File: config.mk
export PLATFORM = sky130hd
export DESIGN_NAME = countdown_timer
export DESIGN_NICKNAME = d
export VERILOG_FILES = /design/src/rtl/timer_pkg.sv /design/src/rtl/countdown_timer.sv
export SDC_FILE = /design/constraint.sdc
export NUM_CORES = 1
export LEC_CHECK = 0
export CAP_MARGIN = 20
export CORE_AREA = 2 2 60 56
export CTS_BUF_LIST = sky130_fd_sc_hd__clkbuf_4
export DETAILED_ROUTE_END_ITERATION = 8
export DIE_AREA = 0 0 62 58
export PLACE_DENSITY = 0.8
export SLEW_MARGIN = 20
export SYNTH_ARGS = -nofsm -noshare
export SYNTH_HDL_FRONTEND = slang
export SYNTH_SLANG_ARGS = --single-unit
File: constraint.sdc
create_clock -name clk -period 2.6 [get_ports clk]
set_input_delay 0.78 -clock clk [delete_from_list [all_inputs] [get_ports clk]]
set_output_delay 0.78 -clock clk [all_outputs]
set_load 0.01 [all_outputs]
File: src/rtl/timer_pkg.sv
// timer_pkg: constants, count type and FSM states shared by the one-second tick timers.
package timer_pkg;
    localparam int DAY_TICKS = 86400;
    localparam int CNT_W     = 17;
    localparam int MAX_TICKS = DAY_TICKS - 1;
    typedef logic [CNT_W-1:0] cnt_t;
    typedef enum logic [1:0] {IDLE = 2'd0, RUN = 2'd1, PAUSE = 2'd2, DONE = 2'd3} cd_state_e;
endpackage

File: src/rtl/countdown_timer.sv
// countdown_timer: loadable tick down-counter with one-cycle expired pulse.
// COUNTDOWN_AUTORELOAD_EN makes it periodic by reloading reload_val at terminal count.
module countdown_timer #(
    parameter int CNT_W     = timer_pkg::CNT_W,
    parameter int MAX_TICKS = timer_pkg::MAX_TICKS
) (
    input  logic             clk,
    input  logic             clr,
    input  logic             tick,
    input  logic             load,
    input  logic [CNT_W-1:0] load_val,
    input  logic             start,
    input  logic             stop,
    output logic [CNT_W-1:0] count,
    output logic             busy,
    output logic             paused,
    output logic             expired
);
    import timer_pkg::*;

    localparam logic [1:0]       ST_IDLE  = IDLE;
    localparam logic [1:0]       ST_RUN   = RUN;
    localparam logic [1:0]       ST_PAUSE = PAUSE;
    localparam logic [1:0]       ST_DONE  = DONE;
    localparam logic [CNT_W-1:0] MAX_C    = CNT_W'(MAX_TICKS);

    logic [1:0]       state, state_d;
    logic [CNT_W-1:0] count_d, reload_val, reload_d, sat_val;
    logic             expired_d;

    assign sat_val = (load_val > MAX_C) ? MAX_C : load_val;
    assign busy    = state == ST_RUN;
    assign paused  = state == ST_PAUSE;

    // Priority chain: load, stop, start, tick; a stop/start that has no effect falls through.
    always_comb begin
        state_d   = state;
        count_d   = count;
        reload_d  = reload_val;
        expired_d = 1'b0;
        if (load) begin
            state_d  = ST_IDLE;
            count_d  = sat_val;
            reload_d = sat_val;
        end else if (stop && state == ST_RUN) begin
            state_d = ST_PAUSE;
        end else if (start && ((state == ST_IDLE && count != '0) || state == ST_PAUSE)) begin
            state_d = ST_RUN;
        end else if (tick && state == ST_RUN) begin
            if (count > CNT_W'(1)) begin
                count_d = count - CNT_W'(1);
            end else begin
                expired_d = 1'b1;
`ifdef COUNTDOWN_AUTORELOAD_EN
                count_d = reload_val;
`else
                count_d = '0;
                state_d = ST_DONE;
`endif
            end
        end
    end

`ifndef COUNTDOWN_AUTORELOAD_EN
    logic unused_reload;
    assign unused_reload = ^reload_val;
`endif

    always_ff @(posedge clk or negedge clr) begin
        if (!clr) begin
            state      <= ST_IDLE;
            count      <= '0;
            reload_val <= '0;
            expired    <= 1'b0;
        end else begin
            state      <= state_d;
            count      <= count_d;
            reload_val <= reload_d;
            expired    <= expired_d;
        end
    end
endmodule

* After elaboration in Yosys (flattened, before gate mapping)
Cells that the tools add are included.
Storage, ports and cells: latch bits 0, output and inout port bits 20, bits of input ports 23, word-level logic and storage cells 38, register bits after elaboration 20, bits in read-only memories 0, RAM bits 0, memories 0
Cells by class: equal/unequal tests 5, reductions and logical operators 11, shift operators 0, order comparisons 2, bitwise logic cells 0, add/sub/neg operators 1, multipliers 0, multiplexer cells 16, div/mod/pow operators 0
Operators with widths (count):
- 2-to-1 mux 17 bit | 6
- greater-than comparator 17 x 1 -> 1 bit (second input constant) | 1
- greater-than comparator 17 bit (second input constant) | 1
- nonzero test 17 bit | 1
- subtractor 17 x 1 -> 17 bit (second input constant) | 1
- 2-to-1 mux 2 bit | 5
- 2-to-1 mux 1 bit | 5
- logical AND 1 bit | 4
- inequality test 2 bit (second input constant) | 2
- inequality test 4 bit (second input constant) | 1
- nonzero test 4 bit | 1
- AND reduction 3 bit | 1
- equality test 2 x 1 -> 1 bit (second input constant) | 1
- equality test 2 bit (second input constant) | 1
- logical NOT 2 bit | 1
- AND reduction 2 bit | 1
- nonzero test 2 bit | 1
- logical OR 1 bit | 1

* Logic depth before layout (Yosys ltp)
Gate-level depths: netlist (run 1).
word-level depth 7, mapped depth 7

* Least setup slack after synthesis (run 1)
Ideal clock, no wire load.
path type input to register, start point in stop, end point reg count[12], setup slack 0.536 ns, data arrival time 1.940 ns, stages 6, library setup time 0.124 ns, cells stage by stage and4bb_1 -> buf_2 -> nand2_1 -> or3_1 -> and2_1 -> o31a_1
Between the ends: cells in the longest elaborated chain, start to end 3
RTL lines:
- start, declared | line countdown_timer.sv:13 | input logic stop,
- logical AND 1 bit | line countdown_timer.sv:45 | end else if (stop && state == ST_RUN) begin
- inequality test 2 bit (no source line)
- AND reduction 3 bit (no source line)
- end signal, assigned | line countdown_timer.sv:77 | count <= count_d;
- end, declared | line countdown_timer.sv:14 | output logic [CNT_W-1:0] count,
No other way between the ends. A chain may end at the register's enable or synchronous reset.

* Worst setup path in the final report (run 1)
start point in load_val[16], end point reg count[11]
Between the ends: cells in the longest elaborated chain, start to end 3
RTL lines:
- start, declared | line countdown_timer.sv:11 | input logic [CNT_W-1:0] load_val,
- greater-than comparator 17 bit | line countdown_timer.sv:31 | assign sat_val = (load_val > MAX_C) ? MAX_C : load_val;
- 2-to-1 mux 17 bit | line countdown_timer.sv:31
- 2-to-1 mux 17 bit | line countdown_timer.sv:41 | if (load) begin
No other way between the ends.

==> flow_metrics.env, run 1 <==
export IMPL_end_kind="flip-flop"
export IMPL_synth_flop_cell="dfrtp_1"
export IMPL_num_vias=1483
export IMPL_finalWeightedCongestion=0.873
export IMPL_cts_buffers=3
export IMPL_worst_pin_slew_ns=0.583
export IMPL_antenna_found_initial=0
export IMPL_async_flop_share_pct=100
export IMPL_synth_avg_cell_area_um2=9.17
export IMPL_cp_top_family="simple AND/OR/NAND/NOR gates"
export IMPL_final_cell_count_no_fill=245
export IMPL_grt_usage_pct=26.4
export IMPL_ys_warn_count=0
export IMPL_fin_setup_tns_ns=0
export IMPL_syn_nets=177
export IMPL_pre_cts_ws_ns=-0.0576
export IMPL_combPwrFrac_pct=30.0
export IMPL_arrival_ns=2.59
export IMPL_grt_start_max_net_pins=21
export IMPL_ys_ff_latch=20
export IMPL_cp_required_ns=2.80
export IMPL_cts_sinks=20
export IMPL_grt_pass1_wl_um=7130
export IMPL_critPathMaxFanout=5
export IMPL_placementRows=19
export IMPL_antenna_diode_count=0
export IMPL_initial_core_util_pct=46.6
export IMPL_finalClockSkew_ns=0.00296
export IMPL_postCtsHoldBufs=0
export IMPL_power_switching_uw=257
export IMPL_syn_cell_area_um2=1390
export IMPL_ys_types=53
export IMPL_grt_overflow=0
export IMPL_crit_chain="clkdlybuf4s50_1 > nor3b_1 > nand3b_1 > and3_1 > and2_1 > a311o_1"
export IMPL_post_route_period_util_pct=91.9
export IMPL_max_stage_delay_ns=0.54
export IMPL_num_fill_cells=274
export IMPL_numPlacedInstances=241
export IMPL_routed_wl_um=4240
export IMPL_swShare_pct=32.5
export IMPL_fp_dieH_um=58
export IMPL_slew_violations=0
export IMPL_power_uw=791
export IMPL_critPathLaunchType="input pin"
export IMPL_layout_area_overhead_vs_synth_pct=39.9
export IMPL_r2r_cells=5
export IMPL_synth_largest_area_cell="dfrtp_1"
export IMPL_vdd_ir_drop_max_v=0.000306
export IMPL_fin_crit_ns=2.39
export IMPL_drt_iter0_drc=172
export IMPL_reg2reg_slack_ns=0.43
export IMPL_die_width_um=62
export IMPL_setup_viol=0
export IMPL_slew_headroom_pct=60.8
export IMPL_max_freq_mhz=418
export IMPL_io_pins=43
export IMPL_power_density_nw_per_um2=408
export IMPL_grt_pass1_vias=1501
export IMPL_synth_top_area_share_pct=36.1
export IMPL_ys_seq_area_share_pct=36.1
export IMPL_r2r_end="count[11]$_DFFE_PN0P_"
export IMPL_dr_pass1_iters=4
export IMPL_post_cts_resized=0
export IMPL_core_area_um2=2970
export IMPL_clkPwrFrac_pct=20.2
export IMPL_drive_gt1_share_pct=11.8
export IMPL_status="completed"
export IMPL_insertion_delay_ns=0.31
export IMPL_critPathBufInv=1
export IMPL_worst_path_max_delay_cell="clkdlybuf4s50_1"
export IMPL_drv_cap=0
export IMPL_clockBufferDepth=2
export IMPL_synth_enable_flop_cells=0
export IMPL_drc=0
export IMPL_io_buffers=42
export IMPL_ant_nets=0
export IMPL_min_to="count[16]$_DFFE_PN0P_"
export IMPL_viasPerCell=6.05
export IMPL_internal_power_uw=534
export IMPL_clkSlewWorstSetupHoldPaths_ns=0.12
export IMPL_die_area_um2=3600
export IMPL_min_path_type="reg2reg"
export IMPL_seq_power_share_pct=49.8
export IMPL_hold_violations=0
export IMPL_post_drt_wl_per_cell_um=17.3
export IMPL_ctsRootBufferMaster="clkbuf_4"
export IMPL_rsz0062_at_grt="false"
export IMPL_syn_inst=151
export IMPL_leakage_nw=0.701
export IMPL_worstHoldStart="count[16]$_DFFE_PN0P_"
export IMPL_timing_final_ws_setup_ns=0.210
export IMPL_hold_depth=1
export IMPL_worstSetupPathType="in2reg"
export IMPL_dpl_hpwl_um=3260
export IMPL_postCtsSetupBuffers=0
export IMPL_finish_net_count=230
export IMPL_cts_htree_levels=1
export IMPL_cts_tree="yes"
export IMPL_reg2reg_from="count[5]$_DFFE_PN0P_"
export IMPL_synth_area_leaders="dfrtp_1 (36%), a21oi_1 (4.0%), nor4_1 (3.2%)"
==> sequential cells by signal, summed over array words and instances (netlist names) <==
signal   flops
expired      1
state        2
count       17
==> kinds of logic (layout without fill, tap and decap cells) <==
group,count (synthesis),count (layout),synth area share [%]
buffers and inverters,8,60,2.89
adder cells (fa/ha/maj),3,3,2.71
multiplexers,1,1,0.723
AND/OR/NAND/NOR,73,73,34.1
flip-flops,20,20,36.1
XOR/XNOR,4,4,2.53
AO/OA/AOI/OAI,42,42,20.9
==> power by group through the flow <==
stage | clock network, mW | registers, mW | logic [mW]
after floorplan | 0 | 0.401 | 0.0844
after global placement | 0 | 0.395 | 0.232
after detailed placement | 0 | 0.399 | 0.237
after CTS | 0.164 | 0.393 | 0.239
after global routing | 0.174 | 0.402 | 0.259
final | 0.160 | 0.394 | 0.238
==> worst max-delay path by stage <==
stage | startpoint | end | cells past startpoint
after floorplan | stop | count[12]$_DFFE_PN0P_ | 6
after global placement | load_val[16] | count[11]$_DFFE_PN0P_ | 6
after detailed placement | load_val[16] | count[11]$_DFFE_PN0P_ | 6
after CTS | load_val[16] | count[11]$_DFFE_PN0P_ | 6
after global routing | load_val[16] | count[11]$_DFFE_PN0P_ | 6
final | load_val[16] | count[11]$_DFFE_PN0P_ | 6
==> layer usage <==
layer  up-vias  GRT usage [%]  routed length [µm]
li1        700              -                   -
met1       711           39.0                1890
met2        65           41.5                2060
met3         7           2.90                 239
met4         0           5.47                  57
met5         -              0                   0
==> cell type report <==
class | instances | area (µm²) | share of cell area, %
inverter | 3 | 11.3 | 0.581
tap | 42 | 52.6 | 2.71
multi-input combinational | 123 | 845 | 43.6
sequential | 20 | 500 | 25.8
clock buffer | 3 | 22.5 | 1.16
clock inverter | 1 | 3.75 | 0.194
timing repair buffer | 53 | 503 | 26.0
==> per-stage QoR <==
stage	area [µm²]	utilization, %	hold slack, ns
floorplan	1390	-	0.484
global placement	1910	64.3	0.521
detailed placement	1910	64.3	0.531
CTS	1940	65.2	0.553
global route	1940	65.2	0.598
finish	1940	65.2	0.550
==> synthesized netlist by cell type, types with 3 or more instances <==
master,n
nor4_1,7
dfrtp_1,20
nand3b_1,3
or4_4,3
or3_1,6
o21ai_0,4
ha_1,3
a21oi_1,11
and2_1,5
nor3b_1,3
nor3_1,6
nand3_1,3
nand2_1,8
nor2b_1,3
a22oi_1,4
o22a_1,4
nor2_1,6
a31oi_1,4
xnor2_1,3
nand4_1,3
==> layout by cell type, fill, tap and decap left out, types with 3 or more instances in the layout <==
master and count:
nor3b_1 3, clkbuf_4 3, nand4_1 3, or4_4 3, nor3_1 6, clkdlybuf4s50_1 42, a31oi_1 4, buf_4 11
o22a_1 4, a21oi_1 11, o21ai_0 4, ha_1 3, dfrtp_1 20, nor2b_1 3, xnor2_1 3, nor4_1 7
and2_1 5, or3_1 6, nand3_1 3, nand3b_1 3, nor2_1 6, nand2_1 8, a22oi_1 4
No activity file was read; power rests on OpenSTA's default activity.
==> run 2, diff against run 1 <==
--- a/config.mk
+++ b/config.mk
@@ -6,10 +6,10 @@
 export NUM_CORES = 1
 export LEC_CHECK = 0
 export CAP_MARGIN = 20
-export CORE_AREA = 2 2 60 56
+export CORE_AREA = 3 3 61 57
 export CTS_BUF_LIST = sky130_fd_sc_hd__clkbuf_4
 export DETAILED_ROUTE_END_ITERATION = 8
-export DIE_AREA = 0 0 62 58
+export DIE_AREA = 0 0 64 60
 export PLACE_DENSITY = 0.8
 export SLEW_MARGIN = 20
 export SYNTH_ARGS = -nofsm -noshare
==> run 2 against run 1 <==
Effect of this change: worst setup slack got worse by 0.042 ns; clock skew rose by 0.0084 ns; wire length decreased by 2.7%; clock power fell by 6%; worst hold slack better by 0.0060 ns; count of clock-buffer cells in the layout unchanged; maximum frequency shrank 1.7%; critical path type unchanged; non-clock buffer count rose by 1; first-iteration DRC count is 27% lower; core utilization is 4.1 points higher.
==> flow_metrics.env, run 2 (synthesis gave the netlist of run 1 again) <==
export IMPL_status="completed"
export IMPL_drc=0
export IMPL_cts_sinks=20
export IMPL_ant_nets=0
export IMPL_crit_path_start="load_val[8]"
export IMPL_reg2reg_slack_ns=0.48
export IMPL_postCtsHoldBufs=0
export IMPL_num_vias=1496
export IMPL_cts_buffers=3
export IMPL_finalClockSkew_ns=0.0114
export IMPL_arrival_ns=2.62
export IMPL_grt_pass1_wl_um=7140
export IMPL_critPathLaunchType="input pin"
export IMPL_internal_power_uw=535
export IMPL_max_freq_mhz=411
export IMPL_worstSetupEndpoint="count[8]$_DFFE_PN0P_"
export IMPL_placementRows=18
export IMPL_combPwrFrac_pct=30.7
export IMPL_pre_cts_ws_ns=-0.144
export IMPL_worstSetupPathType="in2reg"
export IMPL_drt_iter0_drc=126
export IMPL_seq_power_share_pct=50.1
export IMPL_rsz0062_at_grt="false"
export IMPL_viasPerCell=6.16
export IMPL_numPlacedInstances=240
export IMPL_top_regs="count x17, state x2, expired x1"
export IMPL_slew_violations=0
export IMPL_fp_dieH_um=60
export IMPL_worst_pin_slew_ns=0.666
export IMPL_final_common_cell="clkdlybuf4s50_1"
export IMPL_clockBufferDepth=2
export IMPL_io_pins=43
export IMPL_layout_common_cells="clkdlybuf4s50_1 (42), dfrtp_1 (20), a21oi_1 (11), buf_4 (11), nand2_1 (8)"
export IMPL_postCtsSetupBuffers=0
export IMPL_cp_required_ns=2.79
export IMPL_swShare_pct=31.7
export IMPL_ctsRootBufferMaster="clkbuf_4"
export IMPL_setup_viol=0
export IMPL_cts_tree="yes"
export IMPL_routed_wl_um=4130
export IMPL_timing_final_ws_setup_ns=0.169
export IMPL_power_switching_uw=248
export IMPL_io_buffers=42
export IMPL_finish_net_count=231
export IMPL_drv_cap=0
export IMPL_slew_headroom_pct=54.4
export IMPL_antenna_found_initial=0
export IMPL_grt_usage_pct=23.9
export IMPL_core_area_um2=2820
export IMPL_dr_pass1_iters=4
export IMPL_insertion_delay_ns=0.30
export IMPL_vdd_ir_drop_max_v=0.000262
export IMPL_fin_crit_ns=2.43
export IMPL_reg2reg_from="count[0]$_DFFE_PN0P_"
export IMPL_post_cts_resized=0
export IMPL_drive_gt1_share_pct=12.3
export IMPL_grt_start_max_net_pins=21
export IMPL_die_width_um=64
export IMPL_place_area_um2=1930
export IMPL_cts_htree_levels=1
export IMPL_clkSlewWorstSetupHoldPaths_ns=0.11
export IMPL_layout_area_overhead_vs_synth_pct=40.9
export IMPL_r2r_end="count[10]$_DFFE_PN0P_"
export IMPL_critPathMaxFanout=6
export IMPL_dpl_hpwl_um=3120
export IMPL_final_cell_count_no_fill=243
export IMPL_post_route_period_util_pct=93.5
export IMPL_min_path_type="reg2reg"
export IMPL_r2r_cells=7
export IMPL_initial_core_util_pct=49.2
export IMPL_antenna_diode_count=0
export IMPL_hold_violations=0
export IMPL_end_kind="flip-flop"
export IMPL_power_density_nw_per_um2=401
export IMPL_final_area_um2=1950
export IMPL_grt_pass1_vias=1497
export IMPL_top_register="count"
export IMPL_leakage_nw=0.710
export IMPL_clkPwrFrac_pct=19.2
export IMPL_post_drt_wl_per_cell_um=17.0
export IMPL_die_area_um2=3840
export IMPL_finalWeightedCongestion=0.921
export IMPL_largest_register_ffs=17
export IMPL_grt_overflow=0
==> run 2: cell types whose count changed in the layout (fill, tap and decap cells not counted) <==
cell      previous run  this run
buf_12               0         1
clkinv_1             2         1
==> run 2: worst min-delay path by stage <==
stage | start | endpoint | slack (ns) | depth (start not counted)
2_1_floorplan | clr | count[0]$_DFFE_PN0P_ | 0.48 | 0
3_3_place_gp | count[16]$_DFFE_PN0P_ | count[16]$_DFFE_PN0P_ | 0.53 | 1
3_5_place_dp | count[16]$_DFFE_PN0P_ | count[16]$_DFFE_PN0P_ | 0.53 | 1
4_1_cts | count[16]$_DFFE_PN0P_ | count[16]$_DFFE_PN0P_ | 0.56 | 1
5_1_grt | count[16]$_DFFE_PN0P_ | count[16]$_DFFE_PN0P_ | 0.59 | 1
6_report | count[16]$_DFFE_PN0P_ | count[16]$_DFFE_PN0P_ | 0.56 | 1
==> run 2: cell type report <==
class                   count  area (µm²)
multi-input cells         123         845
well taps                  40        50.0
inverters                   3        11.3
clock buffers               3        22.5
flip-flops and latches     20         500
repair buffers             54         523
fillers                   243         863
==> run 2: layer usage <==
metal / track usage, % / share of wire, %
met5: 0 / 0
met4: 8.00 / 1.2
met3: 7.14 / 10
met2: 38.7 / 46
met1: 30.8 / 43
==> run 2: critical path, cell delays in order <==
cell and delay (ns):
clkdlybuf4s50_1 0.42, a2111oi_0 0.65, nand3b_1 0.22, nand3_1 0.26, o22a_1 0.29
==> run 2: metrics by stage <==
stage,power [mW],TNS (ns),util (%),hold WS [ns]
2_1_floorplan,0.486,0,-,0.484
3_3_place_gp,0.630,-0.600,68.5,0.526
3_5_place_dp,0.637,-0.750,68.5,0.535
4_1_cts,0.790,0,69.3,0.556
5_1_grt,0.837,0,69.3,0.589
6_report,0.783,0,69.3,0.556
==> run 2: power by group through the flow <==
stage,clock network [mW],logic (mW),registers [mW]
after floorplan,0,0.0844,0.401
final,0.150,0.240,0.393
after CTS,0.158,0.241,0.392
after global routing,0.173,0.263,0.401
after global placement,0,0.236,0.395
after detailed placement,0,0.240,0.398
